===== src/rtl/fifo_fill_pkg.sv =====
// rtl/fifo_fill_pkg.sv - shared types and constants for the fifo_fill burst writer
package fifo_fill_pkg;

  localparam int CNT_W = 32;

  typedef enum logic [1:0] {
    ST_IDLE = 2'd0,
    ST_RUN  = 2'd1,
    ST_DONE = 2'd2
  } state_t;

  // A run with no words to write skips RUN and reports completion directly.
  function automatic logic is_zero_len(input logic [CNT_W-1:0] size_v,
                                       input logic [CNT_W-1:0] times_v);
    return (size_v == '0) || (times_v == '0);
  endfunction

endpackage


===== src/rtl/fifo_fill_if.sv =====
// rtl/fifo_fill_if.sv - FIFO write-side bundle between fifo_fill and the target FIFO
interface fifo_fill_if #(
  parameter int WIDTH = 8
);

  logic             fifo_wr_en;
  logic [WIDTH-1:0] fifo_wr_data;
  logic             fifo_full;

  modport master (
    output fifo_wr_en,
    output fifo_wr_data,
    input  fifo_full
  );

  modport slave (
    input  fifo_wr_en,
    input  fifo_wr_data,
    output fifo_full
  );

endinterface


===== src/rtl/fifo_fill.sv =====
// rtl/fifo_fill.sv - writes times bursts of size incrementing words into a FIFO; FIFO_FILL_STALL_CNT_EN adds stall_count
module fifo_fill
  import fifo_fill_pkg::*;
#(
  parameter int WIDTH = 8
) (
  input  logic             ap_clk,
  input  logic             ap_rst_n,
  input  logic             ap_start,
  output logic             ap_idle,
  output logic             ap_ready,
  output logic             ap_done,
  input  logic [CNT_W-1:0] size,
  input  logic [CNT_W-1:0] times,
  input  logic [WIDTH-1:0] seed,
`ifdef FIFO_FILL_STALL_CNT_EN
  output logic [CNT_W-1:0] stall_count,
`endif
  fifo_fill_if.master      fifo
);

  state_t           state_q;
  state_t           state_d;
  logic [CNT_W-1:0] size_q;
  logic [CNT_W-1:0] times_q;
  logic [CNT_W-1:0] size_cnt_q;
  logic [CNT_W-1:0] times_cnt_q;
  logic [WIDTH-1:0] data_q;

  logic wr_en;
  logic start_accept;
  logic burst_end;
  logic last_write;
  logic idle_raw;
  logic ready_raw;
  logic done_raw;

  // Counters are zero-based internally: size_cnt_q == size_q-1 marks the final word of a burst.
  assign burst_end = (size_cnt_q == size_q - CNT_W'(1));

  always_comb begin
    state_d      = state_q;
    wr_en        = 1'b0;
    start_accept = 1'b0;
    last_write   = 1'b0;
    idle_raw     = 1'b0;
    ready_raw    = 1'b0;
    done_raw     = 1'b0;
    case (state_q)
      ST_IDLE: begin
        idle_raw = 1'b1;
        if (ap_start) begin
          ready_raw    = 1'b1;
          start_accept = 1'b1;
          state_d      = is_zero_len(size, times) ? ST_DONE : ST_RUN;
        end
      end
      ST_RUN: begin
        wr_en      = !fifo.fifo_full;
        last_write = wr_en && burst_end && (times_cnt_q == times_q - CNT_W'(1));
        if (last_write) begin
          state_d = ST_DONE;
        end
      end
      ST_DONE: begin
        done_raw = 1'b1;
        state_d  = ST_IDLE;
      end
      default: begin
        state_d = ST_IDLE;
      end
    endcase
  end

  always_ff @(posedge ap_clk) begin
    if (!ap_rst_n) begin
      state_q     <= ST_IDLE;
      size_q      <= '0;
      times_q     <= '0;
      size_cnt_q  <= '0;
      times_cnt_q <= '0;
      data_q      <= '0;
    end else begin
      state_q <= state_d;
      if (start_accept) begin
        size_q      <= size;
        times_q     <= times;
        size_cnt_q  <= '0;
        times_cnt_q <= '0;
        data_q      <= seed;
      end else if (wr_en) begin
        data_q <= data_q + WIDTH'(1);
        if (burst_end) begin
          size_cnt_q  <= '0;
          times_cnt_q <= times_cnt_q + CNT_W'(1);
        end else begin
          size_cnt_q <= size_cnt_q + CNT_W'(1);
        end
      end
    end
  end

`ifdef FIFO_FILL_STALL_CNT_EN
  logic [CNT_W-1:0] stall_cnt_q;

  always_ff @(posedge ap_clk) begin
    if (!ap_rst_n) begin
      stall_cnt_q <= '0;
    end else if (start_accept) begin
      stall_cnt_q <= '0;
    end else if ((state_q == ST_RUN) && fifo.fifo_full && (stall_cnt_q != '1)) begin
      stall_cnt_q <= stall_cnt_q + CNT_W'(1);
    end
  end

  assign stall_count = ap_rst_n ? stall_cnt_q : '0;
`endif

  // Reset forces a quiet, idle-looking face regardless of register contents.
  assign ap_idle           = !ap_rst_n || idle_raw;
  assign ap_ready          = ap_rst_n && ready_raw;
  assign ap_done           = ap_rst_n && done_raw;
  assign fifo.fifo_wr_en   = ap_rst_n && wr_en;
  assign fifo.fifo_wr_data = ap_rst_n ? data_q : '0;

endmodule


===== src/flat_wrapper.sv =====
// flat-port wrapper written by rule: the top's interface ports become plain ports
module fifo_fill_flat import fifo_fill_pkg::*;
#(
  parameter int WIDTH = 8
)
  (ap_clk, ap_rst_n, ap_start, ap_idle, ap_ready, ap_done, size, times, seed, fifo_fifo_wr_en, fifo_fifo_wr_data, fifo_fifo_full);
  fifo_fill_if #(.WIDTH(WIDTH)) fifo_i ();
  input  logic ap_clk;
  input  logic ap_rst_n;
  input  logic ap_start;
  output logic ap_idle;
  output logic ap_ready;
  output logic ap_done;
  input  logic [CNT_W-1:0] size;
  input  logic [CNT_W-1:0] times;
  input  logic [WIDTH-1:0] seed;
  output wire logic [$bits(fifo_i.fifo_wr_en)-1:0] fifo_fifo_wr_en;
  output wire logic [$bits(fifo_i.fifo_wr_data)-1:0] fifo_fifo_wr_data;
  input wire logic [$bits(fifo_i.fifo_full)-1:0] fifo_fifo_full;
  assign fifo_fifo_wr_en = fifo_i.fifo_wr_en;
  assign fifo_fifo_wr_data = fifo_i.fifo_wr_data;
  assign fifo_i.fifo_full = fifo_fifo_full;
  fifo_fill #(.WIDTH(WIDTH)) u_core (.ap_clk(ap_clk), .ap_rst_n(ap_rst_n), .ap_start(ap_start), .ap_idle(ap_idle), .ap_ready(ap_ready), .ap_done(ap_done), .size(size), .times(times), .seed(seed), .fifo(fifo_i));
endmodule

===== config.mk =====
export PLATFORM = sky130hd
export DESIGN_NAME = fifo_fill_flat
export DESIGN_NICKNAME = d
export VERILOG_FILES = /design/src/rtl/fifo_fill_pkg.sv /design/src/rtl/fifo_fill_if.sv /design/src/rtl/fifo_fill.sv /design/src/flat_wrapper.sv
export SDC_FILE = /design/constraint.sdc
export NUM_CORES = 1
export LEC_CHECK = 0
export CAP_MARGIN = 20
export CORE_UTILIZATION = 35
export DETAILED_ROUTE_END_ITERATION = 7
export PLACE_DENSITY = 0.63
export SYNTH_ARGS = -nofsm -noshare
export SYNTH_HDL_FRONTEND = slang
export SYNTH_SLANG_ARGS = --single-unit

===== constraint.sdc =====
create_clock -name ap_clk -period 3.5 [get_ports ap_clk]
set_clock_uncertainty 0.05 [all_clocks]
set_input_delay 0.525 -clock ap_clk [delete_from_list [all_inputs] [get_ports ap_clk]]
set_output_delay 0.525 -clock ap_clk [all_outputs]
set_load 0.01 [all_outputs]

==> results of run 1 <==
## per-stage QoR
| step | setup slack, ps | hold slack [ps] |
|---|---|---|
| CTS | 166 | 433 |
| finish | 208 | 427 |
| global route | 15.8 | 471 |
| detailed placement | 200 | 424 |
| floorplan | 638 | 406 |
| global placement | 217 | 419 |
## power breakdown
group / switching (mW) / total [mW] / internal [mW]
logic: 0.439 / 0.809 / 0.370
clock network: 0.739 / 1.76 / 1.02
registers: 0.0764 / 1.70 / 1.62
total: 1.25 / 4.27 / 3.01
## area by class of cell
class                   count  area, um2
repair buffers            115       1090
well taps                 324        405
multi-input cells         869       5790
flip-flops and latches    138       2760
inverters                  10       37.5
clock inverters            12        115
fillers                  2483      13900
clock buffers              20        457
## flip-flops by register name, indices dropped and copies added, names as in the netlist
signal              flops
u_core.data_q           8
u_core.size_cnt_q      32
u_core.size_q          32
u_core.state_q          2
u_core.times_cnt_q     32
u_core.times_q         32
## logic make-up (layout without fill, tap and decap cells)
| kind of cell | count (synthesis) | count (layout) | synth area share [%] |
|---|---|---|---|
| AO/OA/AOI/OAI | 140 | 141 | 12.0 |
| XOR/XNOR | 118 | 118 | 11.6 |
| adder cells (fa/ha/maj) | 5 | 5 | 0.705 |
| buffers and inverters | 65 | 157 | 3.86 |
| flip-flops | 138 | 138 | 31.1 |
| multiplexers | 41 | 41 | 4.68 |
| AND/OR/NAND/NOR | 564 | 564 | 36.0 |
## synth_stat cells (8+ instances only)
cell	instances
nor2_4	30
nor2_1	45
o211a_1	8
and4_1	8
xor2_1	62
nand3_1	42
and3_1	27
mux2i_1	37
inv_1	10
and2_1	17
clkbuf_1	34
nand2_1	220
dfxtp_1	138
nor4_1	30
nor3_1	24
o21ai_0	8
a21boi_0	64
a21oi_1	17
nand2b_1	37
xnor2_1	56
nand4_1	32
## worst max-delay path: cells and delay by family (launching register included)
family / cells / cell delay (ps)
AO/OA/AOI/OAI: 1 / 430
XOR/XNOR: 1 / 190
AND/OR/NAND/NOR: 7 / 2160
flip-flops: 1 / 360
## how the worst min path moves through the flow
stage | start | to | depth (start not counted) | slack, ps
global placement | u_core.times_cnt_q[31] | u_core.times_cnt_q[31] | 2 | 420
finish | u_core.size_q[31] | u_core.size_q[31] | 2 | 430
detailed placement | u_core.size_q[31] | u_core.size_q[31] | 2 | 420
CTS | u_core.size_q[31] | u_core.size_q[31] | 2 | 430
floorplan | u_core.size_q[31] | u_core.size_q[31] | 2 | 410
global route | u_core.size_q[31] | u_core.size_q[31] | 2 | 470
## routing by layer
metal,share of wire (%),vias up,global-route usage [%],routed length (um)
li1,-,3937,-,-
met1,48,3696,24.3,11500
met2,47,158,31.1,11100
met3,3.6,23,3.60,854
met4,1.5,0,4.97,359
met5,0,-,0,0
## placed cells by master (no fill, tap or decap), drive strengths merged, types with 6 or more instances in the layout
cell type      netlist  layout
nor3                24      24
a31oi                7       7
nor2                76      76
nand4b               6       6
and2                17      17
xnor2               56      56
nand2              220     220
nand4               34      34
clkbuf              34      20
nor4                37      37
o21ai                8       8
and4                 8       8
nand3               42      42
nor4b                7       7
nand2b              37      37
clkdlybuf4s50        0      86
a21oi               17      17
xor2                62      62
and3                27      27
buf                 21      29
inv                 10      13
dfxtp              138     138
mux2i               37      37
or4                  6       6
a21boi              64      64
o211a                8       8
==> summary.txt, run 1 <==
CTS
  • CTS resizes: 0
  • Root Driver: clkbuf_16
  • CTS Buf Count: 17
  • Clock Sinks: 138
  • Hold-fix buffers, CTS: 0
  • Clock transition at path regs: 60 ps
  • CTS HTree Levels: 4
  • CTS tree: yes
  • CTS max path bufs: 2
  • Clock latency on the worst-skew pair: 430 ps
  • Post-CTS Setup Bufs: 0

Setup path
  • CP endpoint: u_core.state_q[0]
  • Critical path cell sequence: or4_4 -> and4bb_2 -> nand4_1 -> xnor2_1 -> nand3_1 -> or4_1 -> a2111oi_2 -> nand4_1 -> nor3b_1
  • R2R depth: 9
  • CP Launch Point: u_core.times_q[9]
  • RR Startpoint: u_core.times_q[9]
  • Worst R2R End: u_core.state_q[0]
  • Critical Path Sink Type: flop
  • Critical path fanouts, max: 6
  • Crit path DAT: 3550 ps
  • Critical path class: flop to flop
  • WP data required: 3760 ps
  • CP most frequent cell: nand4_1
  • Flop2flop setup slack: 210 ps
  • Worst path slowest cell: or4_4
  • Worst setup SP type: flop
  • Slowest Stage Delay on Critical Path: 590 ps

Flow run
  • Max Cap Violations: 0

Timing
  • Final Cycle Share: 94.1%
  • Final Hold Violating Endpoints: 0
  • Finish-stage setup viols: 0
  • Slew @ Worst Pin: 807 ps
  • Tmin final: 3290 ps
  • Setup TNS Final: 0 ps
  • Max-slew violation count: 0
  • Fmax: 304 MHz
  • Slew HR: 46.2%
  • RSZ-0062 raised after global routing: false

Min path
  • Hold Path Class: flop to flop

Die
  • Die width: 161 um
  • Starting Density: 36.1%
  • Die area: 26000 um2
  • Die Y: 161 um
  • Area of the core: 24600 um2
  • Row Count: 57
  • Top-Level Pins: 88

Layout
  • Layout cells sized above 1: 11.1%
  • Nets: 1232
  • # diodes: 0
  • Final core occ: 43.3%
  • Fin area: 10700 um2
  • Post-Layout Cell Count: 1488
  • Layout area overhead: 20.1%

Route
  • ANT nets after route: 0
  • Routed len/inst: 16.0 um
  • First-pass detailed-route iteration total: 5
  • DRC viols: 0
  • Vias/cell: 5.25
  • Vias: 7814
  • Total Wirelength: 23700 um
  • Initial DRC Count: 432

Logic synthesis
  • Syn avg cell area: 8.29 um2
  • Yosys warns: 0
  • Number of flops mapped to enable cells by yosys: 0
  • Post-synth top area share: 31.1%
  • Synth Register Bits: 138
  • Mapped cell area: 8880 um2
  • Unique masters post-synth: 76
  • Post-Syn Nets: 1152
  • Synthesized instance count: 1071
  • Synth area leader: dfxtp_1
  • Synth area leaders: dfxtp_1 (31%), nand2_1 (9.3%), xor2_1 (6.1%)
  • Sequential fraction of the synthesis area: 31.1%
  • Asr flop ratio synth: 0%
  • Top FF cell, synth: dfxtp_1

Placed design
  • Cells after DPL: 1454
  • Area after DPL: 10100 um2
  • Hpwl dp: 17600 um
  • GP Congestion: 0.940
  • PortBufs: 87

Global routing
  • Total grt overflow: 0
  • First-pass GRT wire length: 38300 um
  • GR Util All Layers: 18.6%
  • Vias in the first global route: 7376
  • Initial antenna violation count: 1
  • Largest net degree at the start of global routing: 74

Power and ir drop
  • IR drop worst, VDD: 307 uV
  • Pwr dens: 400 nW/um2
  • Total power: 4.27 mW
  • Leakage power: 4.06 nW

Status
  • Outcome: finished clean
No activity file was read; power rests on OpenSTA's default activity.
==> run 2, diff against run 1 <==
- GPL_TIMING_DRIVEN: not set -> 0
==> run 2 against run 1 <==
Net effect: clock power up 6%; combinational power up 2%; via count up 2.0%; total power up 2.7%; core utilization up 0.63 points; hold slack worse by 0.84 ps; sequential share of layout area down 0.37 points; cell count up 1.8%; critical path depth up 1; die area unchanged; largest power group unchanged.
==> summary.txt, run 2 (synthesis results as in run 1) <==
Status
  • Outcome: finished clean (unchanged)

Route
  • DRC viols: 0 (unchanged)
  • First-pass detailed-route iteration total: 5 (unchanged)
  • ANT nets after route: 0 (unchanged)
  • Vias: 7967 (was 7814)
  • Vias/cell: 5.26 (was 5.25)
  • Total Wirelength: 24600 um (was 23700 um)
  • Initial DRC Count: 536 (was 432)
  • Routed len/inst: 16.2 um (was 16.0 um)

Placed design
  • Area after DPL: 10200 um2 (was 10100 um2)
  • GP Congestion: 0.876 (was 0.940)
  • PortBufs: 87 (unchanged)
  • Cells after DPL: 1482 (was 1454)
  • Hpwl dp: 18800 um (was 17600 um)
  • Pre-CTS setup slack: -720 ps (was 200 ps)

Die
  • Top-Level Pins: 88 (unchanged)
  • Die width: 161 um (unchanged)
  • Area of the core: 24600 um2 (unchanged)
  • Die area: 26000 um2 (unchanged)
  • Row Count: 57 (unchanged)
  • Starting Density: 36.1% (unchanged)
  • Die Y: 161 um (unchanged)

Power and ir drop
  • Pwr dens: 405 nW/um2 (was 400 nW/um2)
  • Clock power share: 42.5% (was 41.3%)
  • Comb power frac: 18.9% (about the same)
  • Leakage power: 4.10 nW (was 4.06 nW)
  • Sw Ratio: 28.5% (was 29.4%)
  • Internal cell power: 3.14 mW (was 3.01 mW)
  • Flop pwr share: 38.6% (was 39.8%)
  • NetSw: 1.25 mW (about the same)
  • IR drop worst, VDD: 280 uV (was 307 uV)

Setup path
  • CP Launch Point: u_core.times_q[0] (was u_core.times_q[9])
  • Critical path class: flop to flop (unchanged)
  • CP top delay family: simple AND/OR/NAND/NOR gates (unchanged)
  • Critical path fanouts, max: 7 (was 6)
  • Critical Path Sink Type: flop (unchanged)
  • Worst path slowest cell: a2111oi_0 (was or4_4)
  • RR Startpoint: u_core.times_q[0] (was u_core.times_q[9])
  • Critical path cell sequence: inv_1 -> ha_1 -> nor4b_4 -> nand2_1 -> a2111oi_0 -> a21oi_1 -> or4_1 -> a2111oi_2 -> nand4_1 -> nor3b_1 (was or4_4 -> and4bb_2 -> nand4_1 -> xnor2_1 -> nand3_1 -> or4_1 -> a2111oi_2 -> nand4_1 -> nor3b_1)
  • Worst setup SP type: flop (unchanged)
  • WP data required: 3770 ps (was 3760 ps)
  • CP bufs+invs: 1 (was 0)
  • Slowest Stage Delay on Critical Path: 520 ps (was 590 ps)
  • Crit path DAT: 3530 ps (was 3550 ps)

Layout
  • Post-Layout Cell Count: 1515 (was 1488)
  • Layout area overhead: 21.8% (was 20.1%)
  • Fin area: 10800 um2 (was 10700 um2)
  • Most common cell after layout, fill and taps aside: nand2_1 (unchanged)
  • # diodes: 0 (unchanged)
  • Most frequent cells in the layout: nand2_1 (220), dfxtp_1 (138), clkdlybuf4s50_1 (87) (was nand2_1 (220), dfxtp_1 (138), clkdlybuf4s50_1 (86))
  • Layout cells sized above 1: 9.91% (was 11.1%)
  • Nets: 1260 (was 1232)

Timing
  • Tmin final: 3260 ps (was 3290 ps)
  • Fmax: 306 MHz (was 304 MHz)
  • Final Cycle Share: 93.2% (was 94.1%)
  • WHS: 426 ps (was 427 ps)
  • Finish-stage setup viols: 0 (unchanged)
  • RSZ-0062 raised after global routing: false (unchanged)
  • Final Hold Violating Endpoints: 0 (unchanged)
  • Max-slew violation count: 0 (unchanged)
  • Slew HR: 53.0% (was 46.2%)
  • Slew @ Worst Pin: 698 ps (was 807 ps)
  • Final worst-path setup slack: 237 ps (was 208 ps)

Global routing
  • Largest net degree at the start of global routing: 17 (was 74)
  • First-pass GRT wire length: 39800 um (was 38300 um)
  • Vias in the first global route: 7522 (was 7376)
  • GR Util All Layers: 19.5% (was 18.6%)
  • Total grt overflow: 0 (unchanged)
  • Initial antenna violation count: 1 (unchanged)

CTS
  • Clock latency on the worst-skew pair: 430 ps (about the same)
  • Root Driver: clkbuf_16 (unchanged)
  • CTS HTree Levels: 4 (unchanged)
  • CTS Buf Count: 17 (unchanged)
  • CTS max path bufs: 2 (unchanged)
  • Clock transition at path regs: 70 ps (was 60 ps)
  • Hold-fix buffers, CTS: 0 (unchanged)
  • Clock Sinks: 138 (unchanged)
  • CTS tree: yes (unchanged)

Min path
  • Hold Path Class: flop to flop (unchanged)
  • HP Start: u_core.times_q[31] (was u_core.size_q[31])

Flow run
  • Max Cap Violations: 0 (unchanged)
## run 2: worst paths after layout
kind         depth (start not counted)  slack, ps                  to
max reg2reg                         10        240   u_core.state_q[0]
max                                 10        240   u_core.state_q[0]
min reg2reg                          2        430  u_core.times_q[31]
min                                  2        430  u_core.times_q[31]
## run 2: layout make-up
cell class                 instances  area (um2)
fill                            2455       13800
timing repair buffer              90         893
inverter                          10        37.5
clock inverter                    13         166
clock buffer                      18         439
multi-input combinational        868        5800
tap                              324         405
sequential                       138        2760
buffer                            54         307
## run 2: worst min-delay path, stage by stage (launching register included)
cell	delay, ps
dfxtp_1	320
nand2_1	50
a21boi_0	60
## run 2: routing by layer
layer	track usage (%)	share of wire (%)	up-vias
li1	-	-	3995
met1	26.6	48	3717
met2	30.9	45	219
met3	3.16	4.6	36
met4	6.73	2.6	0
met5	0	0	-
## run 2: timing repair
action,4_1_cts,5_1_grt
setup endpoints to repair,21,63
setup buffers,0,3
resized for setup,6,4
pin swaps,0,1
## run 2: stage by stage
| stage | total power [mW] | utilization [%] | TNS, ps |
|---|---|---|---|
| 6_report | 4.38 | 44.0 | 0 |
| 5_1_grt | 4.58 | 44.0 | 0 |
| 3_3_place_gp | 2.53 | 41.3 | -7990 |
| 3_5_place_dp | 2.54 | 41.3 | -9550 |
| 4_1_cts | 4.41 | 43.8 | 0 |
| 2_1_floorplan | 2.26 | - | 0 |
## run 2: power by group through the flow
stage / Clock (mW) / Combinational [mW] / Sequential [mW]
finish: 1.86 / 0.827 / 1.69
global route: 1.98 / 0.909 / 1.70
CTS: 1.90 / 0.821 / 1.69
detailed placement: 0 / 0.811 / 1.73
global placement: 0 / 0.803 / 1.72
floorplan: 0 / 0.556 / 1.71
